<file path="config.mk">
export PLATFORM = sky130hd
export DESIGN_NAME = pipeline_hazard_ctrl
export DESIGN_NICKNAME = d
export VERILOG_FILES = /design/src/rtl/pipeline_hazard_ctrl.sv
export SDC_FILE = /design/constraint.sdc
export NUM_CORES = 1
export LEC_CHECK = 0
export ABC_AREA = 0
export CAP_MARGIN = 25
export CORE_UTILIZATION = 45
export CTS_CLUSTER_DIAMETER = 50
export DETAILED_ROUTE_END_ITERATION = 6
export GPL_ROUTABILITY_DRIVEN = 0
export PLACE_DENSITY = 0.71
export SLEW_MARGIN = 25
export SYNTH_ARGS = -nofsm -noshare
export SYNTH_HDL_FRONTEND = slang
export SYNTH_SLANG_ARGS = --single-unit
</file>
<file path="constraint.sdc">
create_clock -name clk -period 2.5 [get_ports clk]
set_clock_uncertainty 0.1 [all_clocks]
set_input_delay 0.25 -clock clk [delete_from_list [all_inputs] [get_ports clk]]
set_output_delay 0.25 -clock clk [all_outputs]
set_load 0.02 [all_outputs]
</file>
<file path="src/rtl/pipeline_hazard_ctrl.sv">
// -----------------------------------------------------------------------------
// pipeline_hazard_ctrl
//
// Central stall/flush sequencer for the 16-bit 5-stage MIPS pipeline. It drives
// the write enables and the flush/bubble controls of the PC, IF/ID, ID/EX,
// EX/MEM and MEM/WB registers. It detects load-use hazards, sequences the
// flush window after a taken branch, freezes the whole pipe while data memory
// is busy, and raises a sticky timeout fault if memory stays busy too long.
//
// The outputs are combinational from the state and the inputs, so a hazard is
// handled in the same cycle it appears. The FSM updates on posedge clk, and
// the pipeline registers latch on negedge.
//
// Parameters
//   REG_AW        register-address width (R0 is hardwired zero)
//   FLUSH_CYCLES  cycles ifid_flush/idex_bubble are held after a taken branch (1..7)
//   MEM_WAIT_MAX  consecutive mem_busy cycles before the fault is raised (1..255)
//
// Ports
//   clk, rst_n                 clock, asynchronous active-low reset
//   idex_memread, idex_rd      the load in EX and its destination register
//   ifid_rs, ifid_rt           source registers of the instruction in ID
//   ifid_uses_rt               the ID instruction actually reads rt
//   ex_branch_taken            a branch or jump resolved taken in EX
//   mem_busy                   data memory is not ready this cycle
//   pc_write, ifid_write       PC and IF/ID load enables
//   ifid_flush, idex_bubble    IF/ID clear to NOP; ID/EX control fields cleared
//   exmem_en, memwb_en         EX/MEM and MEM/WB load enables
//   mem_timeout                sticky memory-timeout fault
//   stall_cnt                  (HAZARD_STATS_EN only) saturating count of
//                              cycles with pc_write low
//
// Optional feature: define HAZARD_STATS_EN to add the stall_cnt port and its
// counter.
// -----------------------------------------------------------------------------
module pipeline_hazard_ctrl #(
    parameter int REG_AW       = 3,
    parameter int FLUSH_CYCLES = 1,
    parameter int MEM_WAIT_MAX = 15
) (
    input  logic              clk,
    input  logic              rst_n,
    input  logic              idex_memread,
    input  logic [REG_AW-1:0] idex_rd,
    input  logic [REG_AW-1:0] ifid_rs,
    input  logic [REG_AW-1:0] ifid_rt,
    input  logic              ifid_uses_rt,
    input  logic              ex_branch_taken,
    input  logic              mem_busy,
    output logic              pc_write,
    output logic              ifid_write,
    output logic              ifid_flush,
    output logic              idex_bubble,
    output logic              exmem_en,
    output logic              memwb_en,
    output logic              mem_timeout
`ifdef HAZARD_STATS_EN
    ,
    output logic [15:0]       stall_cnt
`endif
);

    typedef enum logic [1:0] {RUN, FLUSH, MEM_WAIT, FAULT} state_t;

    localparam logic [2:0] FLUSH_RELOAD = 3'(FLUSH_CYCLES - 1);
    localparam logic [7:0] WAIT_MAX     = 8'(MEM_WAIT_MAX);

    state_t      state_q, state_d;
    state_t      eff_state;
    logic [2:0]  flush_cnt_q, flush_cnt_d;
    logic [7:0]  wait_cnt_q, wait_cnt_d;
    logic        ret_flush_q, ret_flush_d;
    logic        load_use;

    // A load in EX writing a register that the ID instruction reads. Writes to
    // R0 are discarded, so they never create a dependence.
    assign load_use = idex_memread && (idex_rd != '0) &&
                      ((idex_rd == ifid_rs) || (ifid_uses_rt && (idex_rd == ifid_rt)));

    always_ff @(posedge clk or negedge rst_n) begin
        if (!rst_n) begin
            state_q     <= RUN;
            flush_cnt_q <= '0;
            wait_cnt_q  <= '0;
            ret_flush_q <= 1'b0;
        end else begin
            state_q     <= state_d;
            flush_cnt_q <= flush_cnt_d;
            wait_cnt_q  <= wait_cnt_d;
            ret_flush_q <= ret_flush_d;
        end
    end

    always_comb begin
        state_d     = state_q;
        flush_cnt_d = flush_cnt_q;
        wait_cnt_d  = wait_cnt_q;
        ret_flush_d = ret_flush_q;
        pc_write    = 1'b1;
        ifid_write  = 1'b1;
        ifid_flush  = 1'b0;
        idex_bubble = 1'b0;
        exmem_en    = 1'b1;
        memwb_en    = 1'b1;
        mem_timeout = 1'b0;

        // When memory comes back, the cycle is handled exactly as the saved
        // state would handle it. That lets the flush window resume in the same
        // cycle without losing a count.
        eff_state = state_q;
        if (state_q == MEM_WAIT && !mem_busy) begin
            eff_state = ret_flush_q ? FLUSH : RUN;
        end

        case (eff_state)
            RUN, FLUSH: begin
                if (mem_busy) begin
                    pc_write    = 1'b0;
                    ifid_write  = 1'b0;
                    exmem_en    = 1'b0;
                    memwb_en    = 1'b0;
                    ret_flush_d = (eff_state == FLUSH);
                    wait_cnt_d  = 8'd1;
                    state_d     = (WAIT_MAX <= 8'd1) ? FAULT : MEM_WAIT;
                end else if (ex_branch_taken) begin
                    ifid_flush  = 1'b1;
                    idex_bubble = 1'b1;
                    if (FLUSH_CYCLES > 1) begin
                        state_d     = FLUSH;
                        flush_cnt_d = FLUSH_RELOAD;
                    end else begin
                        state_d = RUN;
                    end
                end else if (eff_state == FLUSH) begin
                    // The ID instruction is discarded anyway, so a load-use
                    // match against it does not matter here.
                    ifid_flush  = 1'b1;
                    idex_bubble = 1'b1;
                    if (flush_cnt_q <= 3'd1) begin
                        state_d     = RUN;
                        flush_cnt_d = '0;
                    end else begin
                        state_d     = FLUSH;
                        flush_cnt_d = flush_cnt_q - 3'd1;
                    end
                end else begin
                    state_d = RUN;
                    if (load_use) begin
                        pc_write    = 1'b0;
                        ifid_write  = 1'b0;
                        idex_bubble = 1'b1;
                    end
                end
            end
            MEM_WAIT: begin
                pc_write   = 1'b0;
                ifid_write = 1'b0;
                exmem_en   = 1'b0;
                memwb_en   = 1'b0;
                wait_cnt_d = wait_cnt_q + 8'd1;
                if ((wait_cnt_q + 8'd1) >= WAIT_MAX) begin
                    state_d = FAULT;
                end
            end
            default: begin
                pc_write    = 1'b0;
                ifid_write  = 1'b0;
                exmem_en    = 1'b0;
                memwb_en    = 1'b0;
                mem_timeout = 1'b1;
            end
        endcase

        // While reset is held, keep the pipe quiet and the ID/EX contents
        // harmless.
        if (!rst_n) begin
            pc_write    = 1'b0;
            ifid_write  = 1'b0;
            ifid_flush  = 1'b1;
            idex_bubble = 1'b1;
            exmem_en    = 1'b0;
            memwb_en    = 1'b0;
            mem_timeout = 1'b0;
        end
    end

`ifdef HAZARD_STATS_EN
    logic [15:0] stall_cnt_q, stall_cnt_d;

    // Counts every cycle in which the PC is held. The counter saturates
    // instead of wrapping.
    always_comb begin
        stall_cnt_d = stall_cnt_q;
        if (!pc_write && stall_cnt_q != 16'hFFFF) begin
            stall_cnt_d = stall_cnt_q + 16'd1;
        end
    end

    always_ff @(posedge clk or negedge rst_n) begin
        if (!rst_n) begin
            stall_cnt_q <= '0;
        end else begin
            stall_cnt_q <= stall_cnt_d;
        end
    end

    assign stall_cnt = stall_cnt_q;
`endif

endmodule

</file>
==> flow_summary.yaml <==
status:
  status: "complete, no violations"
cts:
  cts_tree: "yes"
  cts_buffer_depth: 2
  clkTransAtPathRegs_ns: 0.08
  cts-root-buf: "clkbuf_4"
  htree_levels: 1
  clock_sinks: 14
  hold_buffers: 0
  clkLatencyLatePin_ns: 0.28
  numCtsBuffers: 3
drt:
  drc: 0
  wl_per_cell_microns: 13.8
  dr.pass1.iters: 4
  ant_nets: 0
  finalWirelength_microns: 2280
  via_per_inst: 5.67
  initialDrtViolationCount: 23
  vias: 935
floorplanning:
  dieArea_sq_mm: 0.00252
  boundaryPins: 22
  rows: 17
  initial_core_util: 0.476
  coreArea_sq_mm: 0.00219
  die_y_microns: 50.2
  dieWidth_microns: 50.2
critical_path:
  crit_type: "register to primary output"
  critical-path-max-stage-delay_ns: 0.59
  crit_start: "state_q[1]"
  rrSetupSlack_ns: 0.70
  r2r_cells: 4
  cp_cell_sequence: "nand2b_2 -> o21a_1 -> o21ai_1 -> a21o_1 -> clkdlybuf4s50_1"
  critPathArrivalTime_ns: 2.00
  worst_setup_path_start_kind: "register"
  crit_path_max_fanout: 11
  endpoint_kind: "primary output"
  rr_endpoint: "state_q[0]"
  cp.required_ns: 2.15
  crit_path_top_delay_cell: "clkdlybuf4s50_1"
  critPathCapture: "idex_bubble"
  r2r-start: "wait_cnt_q[0]"
logic_synthesis:
  netlist_area_sq_mm: 0.00104
  synth_area_leaders: "dfrtp_1 34%, a21oi_1 6.2%, xnor2_1 5.9%, o2bb2ai_1 4.2%, mux2i_1 3.8%"
  synthFlopType: "dfrtp_1"
  ys_seq_elements: 14
  yosysMostFrequentCell: "dfrtp_1"
  ys_async_sr_fraction: 1.00
  syn-num-nets: 134
  synth_edf_count: 0
  ys_types: 39
  synth_cells: 116
  avgSynthCellArea_sq_um: 9.00
  ys_seq_area_frac: 0.336
  synth_commonest_cells: "14 x dfrtp_1, 13 x a21oi_1, 9 x inv_1"
  synth_top_cell_by_area: "dfrtp_1"
  yosys_warnings: 0
  yosysTopAreaCellShare: 0.336
final_layout:
  area_growth_pct: 26.1
  final_layout_size_suffix_gt1_frac: 0.139
  post-route-cell-area_sq_mm: 0.00132
  diodes: 0
  final_core_util: 0.601
  num-nets-final: 156
grt:
  antenna_found_initial: 0
  grt_max_degree: 15
  track_usage: 0.191
  grt_pass1_vias: 856
  grt_pass1_wl_microns: 3620
  grt-ovfl-total: 0
place:
  placed_area_sq_mm: 0.00127
  port_buffers: 21
  hpwl_microns: 1720
timing:
  period_share: 0.940
  setup_violations: 0
  hold_ws_ns: 0.209
  hold_viol: 0
  worst_pin_slew_ns: 0.417
  rsz0062_at_grt: "false"
  fmax_mhz: 426
  period_needed_ns: 2.35
  report.final.slew_viol_count: 0
  slew-limit-headroom: 0.722
  finalSetupTns_ns: 0
run:
  cap_violations: 0
pwr:
  vdd_drop_max_mv: 0.461
  powerDensity_mw_per_mm2: 754
  p_leak_nw: 0.565
worst_hold_path:
  min_path_type: "primary input to async pin"
==> worst min-delay path by stage <==
stage	startpoint	end	slack (ns)	depth (start not counted)
5_1_grt	rst_n	state_q[1]	0.21	2
2_1_floorplan	rst_n	flush_cnt_q[0]	-0.15	0
3_5_place_dp	flush_cnt_q[0]	flush_cnt_q[0]	0.42	2
6_report	rst_n	state_q[1]	0.21	2
4_1_cts	rst_n	state_q[1]	0.20	2
3_3_place_gp	flush_cnt_q[0]	flush_cnt_q[0]	0.42	2
==> registers in the layout, summed over array words and instances, names as in the netlist <==
| register | flops |
|---|---|
| flush_cnt_q | 3 |
| ret_flush_q | 1 |
| state_q | 2 |
| wait_cnt_q | 8 |
==> through the flow <==
| step | setup WS (ns) | cells | power [W] |
|---|---|---|---|
| after floorplan | 0.304 | 116 | 0.000710 |
| after global placement | 0.202 | 161 | 0.000809 |
| after detailed placement | 0.139 | 161 | 0.000830 |
| after CTS | 0.00499 | 165 | 0.000991 |
| after global routing | 0.0387 | 165 | 0.00106 |
| final | 0.151 | 165 | 0.000992 |
==> layout make-up <==
class	instances	area [sq um]
Fill cell	177	875
Clock buffer	4	36.3
Inverter	9	33.8
Tap cell	28	35.0
Timing Repair Buffer	26	249
Multi-Input combinational cell	84	611
Sequential cell	14	352
==> where the power goes <==
part / switching [W] / internal, W / total [W]
clock network: 0.0000710 / 0.0000885 / 0.000160
registers: 0.000139 / 0.000301 / 0.000441
logic: 0.000191 / 0.000201 / 0.000392
total: 0.000401 / 0.000591 / 0.000992
==> critical path, delay by kind of cell (launching register included) <==
kind | cells | cell delay, ns
buffers and inverters | 1 | 0.59
DFF | 1 | 0.50
AOI/OAI and AO/OA | 3 | 0.39
and+or+nand+nor | 1 | 0.24
==> placed cells by master, fill, tap and decap left out, types with 4 or more instances in the layout <==
cell type and n:
clkdlybuf4s50_1 19, inv_1 9, nor3_1 5, buf_4 5, a21oi_1 12, xnor2_1 7
nor2_1 6, mux2i_1 4, o2bb2ai_1 5, dfrtp_1 13, o21ai_0 6
==> metal layers <==
layer | global-route usage | share of wire | up-vias | wire length (microns)
li1 | - | - | 462 | -
met4 | 0.110 | 0.015 | 0 | 34
met1 | 0.250 | 0.47 | 434 | 1070
met2 | 0.296 | 0.47 | 33 | 1060
met5 | 0 | 0 | - | 0
met3 | 0.0303 | 0.051 | 6 | 115
==> timing repair <==
action	4_1_cts	5_1_grt
buffers inserted	0	0
resized for setup	1	4
setup endpoints to repair	2	3
==> logic make-up (layout without fill, tap and decap cells) <==
kind of cell,count (synthesis),in the layout,share of synthesized area
and+or+nand+nor,31,31,0.186
buffers and inverters,18,39,0.0827
adders and majority gates,3,3,0.0360
muxes,5,5,0.0528
AOI/OAI and AO/OA,38,38,0.248
DFF,14,14,0.336
xor gates and xnor gates,7,7,0.0588
(Power assumes the default switching activity.)
==> RTL change, RTL diff (config.mk and constraints unchanged) <==
Add a define of `HAZARD_STATS_EN`.
--- a/src/rtl/pipeline_hazard_ctrl.sv
+++ b/src/rtl/pipeline_hazard_ctrl.sv
@@ -33,6 +33,8 @@
 // Optional feature: define HAZARD_STATS_EN to add the stall_cnt port and its
 // counter.
 // -----------------------------------------------------------------------------
+`define HAZARD_STATS_EN
+
 module pipeline_hazard_ctrl #(
     parameter int REG_AW       = 3,
     parameter int FLUSH_CYCLES = 1,
Behaviour (old outputs only; new: stall_cnt): unchanged (Yosys induction, for registers that start in step).
==> RTL change against the original RTL <==
  * Area after synthesis rose by 66%
  * First-iteration DRC count rose to 4.5 times the old value
  * Cell count rose by 72%
  * Worst setup slack got worse by 0.048 ns
  * Worst hold slack got worse by 0.14 ns
  * Routed wire length rose by 86%
  * Total power rose by 96%
  * Sequential power rose by 64%
  * Sequential cell count rose by 16
  * Combinational power rose by 87%
  * Design area rose by 79%
  * Critical path type is now flop to flop
  * Largest cell class unchanged
==> RTL change: results (changes against the original RTL) <==
| Metric | Value |
|---|---|
| Crit path max-delay family | `simple AND/OR/NAND/NOR gates` |
| VDD IR-drop max | `0.534 mV (+16%)` |
| WP data arrival | `2.47 ns (+0.47 ns)` |
| Fin Setup TNS | `0 ns (unchanged)` |
| RR Endpoint | `stall_cnt[1]` |
| Syn. warnings | `0 (unchanged)` |
| Dpl hpwl | `2970 µm (+73%)` |
| Ys async rst share | `1.00 (unchanged)` |
| Worst slew pin tran | `0.443 ns (+0.0267 ns)` |
| P_sw | `0.699 mW (+74%)` |
| Clk Latency, worst-skew pair | `0.29 ns` |
| Diodes inserted | `0 (unchanged)` |
| Number of fill cells in the layout | `311 (+76%)` |
| Leakage | `1.11 nW (+96%)` |
| Final wirelength | `4230 µm (+86%)` |
| # port buffers | `37 (+76%)` |
| CP max-delay cell | `or4_4` |
| CTS max path bufs | `2 (unchanged)` |
| CTS buffer count | `5 (+2)` |
| Top cells by area, synth | `dfrtp_1 (43%), xor2_1 (8.1%), nand2_1 (3.9%)` |
| Hold Crit Class | `input pin to async pin` |
| Worst-path clk slew | `0.07 ns` |
| GRT Util Overall | `0.224 (+0.0329)` |
| Root buffer cell | `clkbuf_8` |
| Htree depth | `2 (+1)` |
| Synthesized flop and latch total | `30 (+16)` |
| First-pass GRT wire length | `6950 µm (+92%)` |
| Slowest cell delay on critical path | `0.53 ns (-0.06 ns)` |
| Top cells by count, synth | `dfrtp_1 (30), nand2_1 (18), xor2_1 (16)` |
| Worst setup SP type | `flop` |
| Post-synth net total | `201 (+50%)` |
| Fraction of layout cells with a size suffix above 1 | `0.145 (+0.00599)` |
| Pin count of the biggest net entering global routing | `30 (+15)` |
| GR Util met3 | `0.0500 (+0.0197)` |
| Placed cells | `270 (+68%)` |
| Number of flip-flops in the largest register | `16 (+8)` |
| WL/cell | `14.9 µm (+8.2%)` |
| Starting DRT DRC Count | `104 (+350%)` |
| Worst hold slack | `0.0727 ns (-0.137 ns)` |
| Initial antenna violation count | `0 (unchanged)` |
| Vias/cell | `5.52 (-2.7%)` |
| Nets | `254 (+63%)` |
| Worst Reg-to-Reg Cells | `7 (+3)` |
| Register area share after synthesis | `0.434 (+0.0987)` |
| Flop-to-flop setup slack | `0.10 ns (-0.60 ns)` |
| CP Max Fanout | `9 (-2)` |
| Syn avg cell area | `9.55 µm² (+6.1%)` |
| Reg-to-reg critical path startpoint | `stall_cnt[0]` |
| First drt pass iteration count | `4 (unchanged)` |
| Post-synth cell types | `38 (-2.6%)` |
| Grt met1 use | `0.263 (+0.0123)` |
| Status | `finished, final reports clean` |
| Pre-CTS setup slack | `-0.0243 ns (-0.163 ns)` |
| Met2 global-route usage | `0.388 (+0.0927)` |
| Vias in the first global route | `1509 (+76%)` |
[RTL change: cells by family after synthesis]
| family | synth area share |
|---|---|
| compound gates | 0.113 |
| xor+xnor | 0.117 |
| fa+ha+maj | 0.0362 |
| buf+inv | 0.0326 |
| flops | 0.434 |
| mux | 0.0275 |
| simple gates | 0.240 |
[RTL change: layout make-up]
type / instances / share of cell area
multi-input cells: 140 / 0.397
flip-flops and latches: 30 / 0.319
repair buffers: 51 / 0.202
clock buffers: 5 / 0.0293
well taps: 48 / 0.0256
clock inverters: 3 / 0.0170
inverters: 6 / 0.00958
[RTL change: per-layer routing]
layer  share of wire  wire length [µm]
met3           0.038               160
met1            0.41              1730
met4           0.014                60
met5               0                 0
met2            0.54              2280
[RTL change: worst reg2reg max path, stage by stage (launching register included)]
cell and delay [ns]:
dfrtp_1 0.36, ha_1 0.23, nand4_1 0.15, or4_4 0.53, and2_4 0.19, a22oi_4 0.27, buf_4 0.19, mux2_4 0.29
[RTL change: stage by stage]
| stage | utilization | instance area, µm² | total power [mW] |
|---|---|---|---|
| 6_report | 0.642 | 2350 | 1.95 |
| 2_1_floorplan | - | 1730 | 1.14 |
| 5_1_grt | 0.642 | 2350 | 2.07 |
| 4_1_cts | 0.629 | 2300 | 1.95 |
| 3_3_place_gp | 0.599 | 2190 | 1.41 |
| 3_5_place_dp | 0.599 | 2190 | 1.45 |
[RTL change: worst max path at each step]
stage	cells past startpoint	slack [ns]	endpoint
2_1_floorplan	7	0.10	stall_cnt[1]
3_3_place_gp	5	0.07	idex_bubble
3_5_place_dp	5	-0.02	idex_bubble
4_1_cts	6	0.04	idex_bubble
5_1_grt	7	-0.002	stall_cnt[1]
6_report	7	0.10	stall_cnt[1]
[RTL change: what timing repair did]
| item | in CTS | in global routing |
|---|---|---|
| setup buffers | 0 | 5 |
| gates resized for setup | 4 | 3 |
| hold endpoints to repair | 0 | 0 |
| pin swaps | 0 | 1 |
| endpoints found under the setup margin | 3 | 2 |
[RTL change: power groups by stage]
stage          combinational, mW  sequential (mW)  clock [mW]
2_1_floorplan              0.340            0.796           0
3_3_place_gp               0.694            0.716           0
3_5_place_dp               0.718            0.729           0
4_1_cts                    0.728            0.721       0.501
5_1_grt                    0.804            0.741       0.526
6_report                   0.733            0.725       0.491
